### src/rtl/adder.sv
// Registered WIDTH-bit adder with carry, signed-overflow and zero flags; one-cycle latency.
// Define ADDER_CARRY_IN_EN to add a carry-in port (cin) sampled alongside a/b.
module adder #(
  parameter int unsigned WIDTH = 4
) (
  input  logic             clk,
  input  logic             rst,
`ifdef ADDER_CARRY_IN_EN
  input  logic             cin,
`endif
  input  logic [WIDTH-1:0] a,
  input  logic [WIDTH-1:0] b,
  input  logic             in_valid,
  output logic             carry,
  output logic [WIDTH-1:0] out,
  output logic             out_valid,
  output logic             overflow,
  output logic             zero
);

  logic             w_cin;
  logic [WIDTH:0]   w_sum;
  logic             w_overflow;
  logic             w_zero;

  logic [WIDTH-1:0] r_out;
  logic             r_carry;
  logic             r_overflow;
  logic             r_zero;
  logic             r_valid;

`ifdef ADDER_CARRY_IN_EN
  assign w_cin = cin;
`else
  assign w_cin = 1'b0;
`endif

  always_comb begin
    w_sum      = {1'b0, a} + {1'b0, b} + {{WIDTH{1'b0}}, w_cin};
    // Signed overflow: like-signed operands producing a result of the other sign.
    w_overflow = (a[WIDTH-1] == b[WIDTH-1]) && (w_sum[WIDTH-1] != a[WIDTH-1]);
    w_zero     = (w_sum[WIDTH-1:0] == '0);
  end

  always_ff @(posedge clk) begin
    if (rst) begin
      r_out      <= '0;
      r_carry    <= 1'b0;
      r_overflow <= 1'b0;
      r_zero     <= 1'b0;
      r_valid    <= 1'b0;
    end else begin
      r_valid <= in_valid;
      if (in_valid) begin
        r_out      <= w_sum[WIDTH-1:0];
        r_carry    <= w_sum[WIDTH];
        r_overflow <= w_overflow;
        r_zero     <= w_zero;
      end
    end
  end

  assign out       = r_out;
  assign carry     = r_carry;
  assign overflow  = r_overflow;
  assign zero      = r_zero;
  assign out_valid = r_valid;

endmodule

### config.mk
export PLATFORM = sky130hd
export DESIGN_NAME = adder
export DESIGN_NICKNAME = d
export VERILOG_FILES = /design/src/rtl/adder.sv
export SDC_FILE = /design/constraint.sdc
export NUM_CORES = 1
export LEC_CHECK = 0
export CAP_MARGIN = 20
export CORE_AREA = 2 2 39 41
export CTS_BUF_LIST = sky130_fd_sc_hd__clkbuf_4
export DETAILED_ROUTE_END_ITERATION = 6
export DIE_AREA = 0 0 41 43
export GPL_TIMING_DRIVEN = 0
export HOLD_SLACK_MARGIN = 0.02
export PLACE_DENSITY = 0.67
export SYNTH_ARGS = -nofsm -noshare
export SYNTH_HDL_FRONTEND = slang
export SYNTH_SLANG_ARGS = --single-unit
### constraint.sdc
create_clock -name clk -period 1.54 [get_ports clk]
set_input_delay 0.154 -clock clk [delete_from_list [all_inputs] [get_ports clk]]
set_output_delay 0.154 -clock clk [all_outputs]
set_load 0.1 [all_outputs]
**Word level (Yosys, flattened, before mapping)**

Index checks and enable logic that the tools add are counted.

- Eq/ne operators: 2
- $add $sub $neg: 1
- Reduce and logical (&&, ||, !) cells: 2

Operators by type and width:

| operator | number |
|---|---|
| $add 4x4->5 | 1 |
| $logic_not 4->1 | 1 |
| $eq 1x1->1 | 1 |
| $logic_and 1x1->1 | 1 |
| $ne 1x1->1 | 1 |

- Logic and storage cells: 10
- Output and inout bits: 8
- Flip-flop bits (word level): 8
- Input port bits: 11

**Longest topological paths before layout**

Gate-level depths: netlist of the first run.

- Depth in word-level cells: 3
- Depth in mapped cells: 5
- Gate-level depth less buffers: 5

**Least setup slack after synthesis of the first run**

Ideal clock, no wire load.

- Path kind: reg-to-reg
- Start: reg zero (netlist name)
- End: reg r_zero, in the netlist zero
- Stages on the path, launching flop included: 4
- Data required time: 1481 ps
- Buffers on the path: 0
- Setup time: 59 ps
- Period minus slack after synthesis: 1475 ps
- Arrival: 1415 ps
- Setup slack: 65 ps
- Cell sequence: dfxtp_1 -> nor2b_1 -> a31o_2 -> o311a_1

RTL lines:

| item | RTL line | RTL |
|---|---|---|
| end signal: assignment | 58 | `r_zero <= w_zero;` |
| end: declaration | 29 | `logic r_zero;` |

**Worst setup path after layout of the first run**

- Start: in a[1]
- End: reg r_zero, in the netlist zero

- Word-level cells in the longest chain between the ends: 2

RTL lines:

| item | RTL line | RTL |
|---|---|---|
| start: declaration | 11 | `input logic [WIDTH-1:0] a,` |
| $add 4x4->5 | 39 | `w_sum = {1'b0, a} + {1'b0, b} + {{WIDTH{1'b0}}, w_cin};` |
| named net w_sum[1] | 22 | `logic [WIDTH:0] w_sum;` |
| $logic_not 4->1 | 42 | `w_zero = (w_sum[WIDTH-1:0] == '0);` |

The timed path passes the listed nets, and every way through them passes these cells.
A chain may end at the register's enable or synchronous reset.

==> metrics.md, run 1 <==
| Metric | Value |
|---|---|
| Area grow syn2layout | `52.2%` |
| Pwr Density | `926 nW/um^2` |
| Synth top area share | `0.348` |
| CTS hold repair buffers | `0` |
| Clock root buffer | `clkbuf_4` |
| Layout Utilization | `0.506` |
| FF+latch count, synth | `8` |
| Number of standard cells in the final layout excluding fillers | `82` |
| Setup TNS | `0 ns` |
| FFs w/ async S/R, synth | `0` |
| Die W | `41 um` |
| Most common cell in the netlist | `dfxtp_1` |
| Worst VDD drop | `0.273 mV` |
| Core box area | `1380 um^2` |
| RSZ-0062 raised after global routing | `no` |
| WS Path Type | `input port to flop` |
| Die ar. | `1760 um^2` |
| CTS tree | `yes` |
| Area contributors post-synth | `dfxtp_1, ha_1, nor2_1` |
| Syn Std Cell Area | `460 um^2` |
| Post-synth top flop | `dfxtp_1` |
| Clk_skew | `0 ns` |
| Crit. End Element | `flop` |
| Vias per cell | `5.09` |
| R2r setup slk | `0.67 ns` |
| N_diodes | `0` |
| F_max | `682 MHz` |
| Global-route wire length before repair | `1620 um` |
| Total congestion overflow | `0` |
| EDFF count, synth | `0` |
| Share of cells above drive strength 1 | `0.318` |
| DRC viols | `0` |
| Setup bufs post-CTS | `0` |
| Clock period minus worst slack | `1.47 ns` |
| DRT Pass-1 Iters | `4` |
| Cell count after placement | `79` |
| R2R depth | `3` |
| GP Congestion | `0.727` |
| GRT Util Overall | `0.134` |
| Detailed Route WL | `912 um` |
| Initial antenna violation count | `0` |
| Nets | `84` |
| CP startpoint kind | `input port` |
| CTS max path bufs | `2` |
| Slew headroom | `0.635` |
| Syn Nets | `62` |
| Clk_lat worst skew | `0.25 ns` |
| FILL cells | `136` |
| YS warnings | `0` |
| CTS sink cnt | `8` |
| Worst path arrival time | `1.60 ns` |
| Max-cap violations | `0` |
| Final setup viols | `0` |
| Yosys top cell by area | `dfxtp_1` |
| Num ports | `19` |
| Unique masters post-synth | `25` |
| H-tree Lvls | `1` |
| Post-DP HPWL | `727 um` |
| Final critical-path share of the clock period | `0.952` |
| R2r startpoint | `zero$_SDFFE_PP0P_` |
| Sequential area share after synthesis | `0.348` |
| Vias in the first global route | `404` |
| Via count | `417` |
| Worst EP required | `1.68 ns` |
| Worst hold path type | `input port to flop` |
| Synth top cells by count | `dfxtp_1, nor2_1, ha_1` |
| Largest net degree at the start of global routing | `11` |
| Cell Rows | `14` |
| Mapped Cells | `46` |
| Initial DRC count | `4` |
| Worst reg2reg endpoint | `zero$_SDFFE_PP0P_` |
| Critical path origin | `a[1]` |
| Die height | `43 um` |
| Leak | `0.300 nW` |
| Starting density of the core | `0.333` |
| Fin. Hold Viols | `0` |
| Port-buffer cells | `17` |
| CTS Buf Count | `3` |
| Clock Pin Slew Worst Setup and Hold Paths | `0.05 ns` |
| DRT antenna net count | `0` |
| Final slew viol count | `0` |
| Wirelength per Cell | `11.1 um` |
| Setup crit end | `zero$_SDFFE_PP0P_` |
| Status | `completed` |
| Syn Area/Cell | `10.0 um^2` |
| Critical Path Fanout Max | `2` |
| WHS | `0.193 ns` |
| Worst-margin pin slew | `0.550 ns` |
## worst max-delay path, stage by stage
cell and delay [ns]:
clkdlybuf4s50_1 0.46, fa_2 0.60, nor2_1 0.05, a31o_2 0.23
o311a_1 0.11
## sequential cells by signal, summed over array words and instances, names as in the netlist
name / cells
carry: 1
out: 4
out_valid: 1
overflow: 1
zero: 1
## area by class of cell
type,count,area [um^2],share of cell area
clock buffer,3,22.5,0.0321
timing repair buffer,17,179,0.255
sequential,8,160,0.229
inverter,2,7.51,0.0107
buffer,2,10.0,0.0143
multi-input combinational,34,302,0.430
tap,16,20.0,0.0286
## worst min path at each step
stage,endpoint,start,slack [ns],cells past startpoint
floorplan,carry$_SDFFE_PP0P_,rst,0.41,2
global placement,out[0]$_SDFFE_PP0P_,rst,0.45,2
detailed placement,out[2]$_SDFFE_PP0P_,rst,0.45,2
CTS,out[2]$_SDFFE_PP0P_,rst,0.20,2
global route,out[1]$_SDFFE_PP0P_,rst,0.22,2
finish,out[2]$_SDFFE_PP0P_,rst,0.19,2
## where the power goes
group          total, W  internal [W]  switching (W)
Sequential     0.000230      0.000223     0.00000669
Clock          0.000154     0.0000888      0.0000650
Combinational  0.000266     0.0000895       0.000176
## through the flow
stage	area [um^2]	setup slack [ns]	power [W]
final	701	0.0743	0.000649
after global routing	701	0.0284	0.000688
after CTS	684	0.000698	0.000647
after detailed placement	651	-0.303	0.000498
after global placement	651	-0.309	0.000496
after floorplan	460	0.0652	0.000427
## logic make-up after synthesis
| kind of cell | count (synthesis) | synth area share |
|---|---|---|
| compound gates | 14 | 0.242 |
| mux | 2 | 0.0435 |
| fa+ha+maj | 5 | 0.152 |
| flops | 8 | 0.348 |
| xor+xnor | 1 | 0.0190 |
| simple gates | 12 | 0.158 |
| buf+inv | 4 | 0.0381 |
## routing by layer
metal | part of all wire | vias up | GRT usage | wire length, um
li1 | - | 213 | - | -
met1 | 0.46 | 186 | 0.168 | 419
met2 | 0.46 | 14 | 0.197 | 424
met3 | 0.049 | 4 | 0.0314 | 45
met4 | 0.025 | 0 | 0.0800 | 23
met5 | 0 | - | 0 | 0
## placed cells by master (no fill, tap or decap), drive strengths merged
master	count
a211o	1
a211oi	3
a21o	1
a21oi	3
a311o	1
a31o	1
and2b	1
buf	2
clkbuf	4
clkdlybuf4s15	7
clkdlybuf4s50	7
dfxtp	8
dlymetal6s2s	2
fa	1
ha	4
inv	2
mux2i	2
nand4bb	1
nor2	6
nor2b	1
nor3b	1
nor4b	1
o21ai	2
o311a	1
o32ai	1
or2	1
xnor2	1
## repair_timing
| item | 4_1_cts | 5_1_grt |
|---|---|---|
| gates resized for setup | 24 | 6 |
| setup endpoints to repair | 10 | 3 |
| pin swaps | 0 | 1 |
No activity file was read; power rests on OpenSTA's default activity.
==> run 2, diff against run 1 <==
--- a/config.mk
+++ b/config.mk
@@ -10,9 +10,9 @@
 export CTS_BUF_LIST = sky130_fd_sc_hd__clkbuf_4
 export DETAILED_ROUTE_END_ITERATION = 6
 export DIE_AREA = 0 0 41 43
+export DONT_BUFFER_PORTS = 1
 export GPL_TIMING_DRIVEN = 0
 export HOLD_SLACK_MARGIN = 0.02
-export PLACE_DENSITY = 0.67
 export SYNTH_ARGS = -nofsm -noshare
 export SYNTH_HDL_FRONTEND = slang
 export SYNTH_SLANG_ARGS = --single-unit
==> run 2 against run 1 <==
Via count down 16%; register-to-register slack worse by 0.55 ns; clock power up 6%; highest routed layer unchanged; critical path type is now flop to flop; first-iteration DRC count up 25%.
==> metrics.md, run 2 (synthesized netlist as in run 1, its figures left out) <==
| Metric | Value |
|---|---|
| N_diodes | `0 (unchanged)` |
| Critical Path Fanout Max | `2 (unchanged)` |
| Die W | `41 um (unchanged)` |
| Worst-margin pin slew | `0.978 ns (+0.428 ns)` |
| R2r startpoint | `overflow$_SDFFE_PP0P_` |
| CP Cell Sequence | `nor3b_1 > a311o_1` |
| Port-buffer cells | `0 (-17)` |
| CTS tree | `yes` |
| Largest net degree at the start of global routing | `11 (unchanged)` |
| WHS | `0.187 ns (-0.00584 ns)` |
| Pwr Density | `1190 nW/um^2 (+29%)` |
| WP buf/inv | `0 (-1)` |
| Clock root buffer | `clkbuf_4` |
| Clock Pin Slew Worst Setup and Hold Paths | `0.06 ns (about the same)` |
| Max-cap violations | `0 (unchanged)` |
| CP max stage delay | `0.94 ns (+0.34 ns)` |
| Wirelength per Cell | `13.1 um (+18%)` |
| Tot Pwr | `0.000602 W (-7.3%)` |
| Vias in the first global route | `364 (-9.9%)` |
| F_max | `703 MHz (+3.0%)` |
| Fin. Hold Viols | `0 (unchanged)` |
| DRT antenna net count | `0 (unchanged)` |
| Clock period minus worst slack | `1.42 ns (-0.0425 ns)` |
| GP Congestion | `0.742 (+2.1%)` |
| Initial DRC count | `5 (+1)` |
| Nets | `67 (-20%)` |
| CTS Buf Count | `3 (unchanged)` |
| Most frequent cells in the layout | `dfxtp_1, nor2_1, ha_1` |
| GRT Util Overall | `0.127 (-0.00678)` |
| Share of cells above drive strength 1 | `0.224 (-0.0937)` |
| Detailed Route WL | `853 um (-6.5%)` |
| Final critical-path share of the clock period | `0.924 (-0.0276)` |
| H-tree Lvls | `1 (unchanged)` |
| Die height | `43 um (unchanged)` |
| Final setup viols | `0 (unchanged)` |
| Status | `completed` |
| Num ports | `19 (unchanged)` |
| CTS max path bufs | `2 (unchanged)` |
| DRT Pass-1 Iters | `4 (unchanged)` |
| Final slew viol count | `0 (unchanged)` |
| DRC viols | `0 (unchanged)` |
| Worst EP required | `1.73 ns (+0.05 ns)` |
| Post-DP HPWL | `698 um (-4.0%)` |
| Cell Rows | `14 (unchanged)` |
| Setup bufs post-CTS | `0 (unchanged)` |
| Slowest CP cell | `dfxtp_1` |
| Critical path origin | `overflow$_SDFFE_PP0P_` |
| Commonest non-fill, non-tap cell in the layout | `dfxtp_1` |
| Clk_skew | `0 ns (unchanged)` |
| Worst path arrival time | `1.62 ns (+0.02 ns)` |
| CP top delay family | `flip-flops` |
| Slew headroom | `0.347 (-0.288)` |
| Vias per cell | `5.42 (+6.5%)` |
| CP startpoint kind | `flop` |
| Clk_lat worst skew | `0.25 ns (about the same)` |
| Crit. End Element | `flop` |
| Max reg flops | `4 (unchanged)` |
| Worst VDD drop | `0.281 mV (+2.8%)` |
| RSZ-0062 raised after global routing | `no` |
| Die ar. | `1760 um^2 (unchanged)` |
| Initial antenna violation count | `0 (unchanged)` |
| Total congestion overflow | `0 (unchanged)` |
| Leak | `0.215 nW (-28%)` |
| FILL cells | `143 (+5.1%)` |
| Global-route wire length before repair | `1460 um (-9.8%)` |
| Setup TNS | `0 ns (unchanged)` |
| Via count | `352 (-16%)` |
| Worst hold path type | `input port to flop` |
| Core box area | `1380 um^2 (unchanged)` |
| Area grow syn2layout | `9.51%` |
| CTS hold repair buffers | `0 (unchanged)` |
| HP Start | `rst` |
| Starting density of the core | `0.333 (unchanged)` |
| Layout Utilization | `0.364 (-0.142)` |
| CTS sink cnt | `8 (unchanged)` |
| WS Path Type | `flop to flop` |
## run 2: through the flow
step / instance area, um^2 / setup slack (ns) / instances
after floorplan: 460 / 0.0652 / 46
after global placement: 480 / -0.00898 / 62
after detailed placement: 480 / -0.00676 / 62
after CTS: 504 / 0.0916 / 65
after global routing: 504 / 0.0373 / 65
final: 504 / 0.117 / 65
## run 2: cell type report
| type | count | area (um^2) | share of cell area |
|---|---|---|---|
| inverters | 2 | 7.51 | 0.0149 |
| multi-input cells | 34 | 283 | 0.561 |
| clock buffers | 3 | 22.5 | 0.0447 |
| well taps | 16 | 20.0 | 0.0397 |
| plain buffers | 2 | 10.0 | 0.0199 |
| flip-flops and latches | 8 | 161 | 0.320 |
## run 2: worst paths after layout
path / cells after the start / end / slack [ns]
worst max-delay path: 2 / overflow$_SDFFE_PP0P_ / 0.12
worst min-delay path: 2 / out[0]$_SDFFE_PP0P_ / 0.19
worst max register to register: 2 / overflow$_SDFFE_PP0P_ / 0.12
worst min register to register: 2 / out[3]$_SDFFE_PP0P_ / 0.94
## run 2: where the power goes
group / switching [W] / internal [W] / total [W]
registers: 0.000119 / 0.000223 / 0.000342
clock network: 0.0000732 / 0.0000893 / 0.000163
logic: 0.0000500 / 0.0000474 / 0.0000973
## run 2: per-layer routing
layer	global-route usage	vias to the layer above	wire [um]
met5	0	-	0
met4	0.140	0	43
met3	0.0157	4	18
met2	0.169	12	414
met1	0.156	155	377
li1	-	181	-
## run 2: what timing repair did
action,4_1_cts,5_1_grt
endpoints found under the setup margin,1,0
endpoints found under the hold margin,0,0
resized for setup,1,0
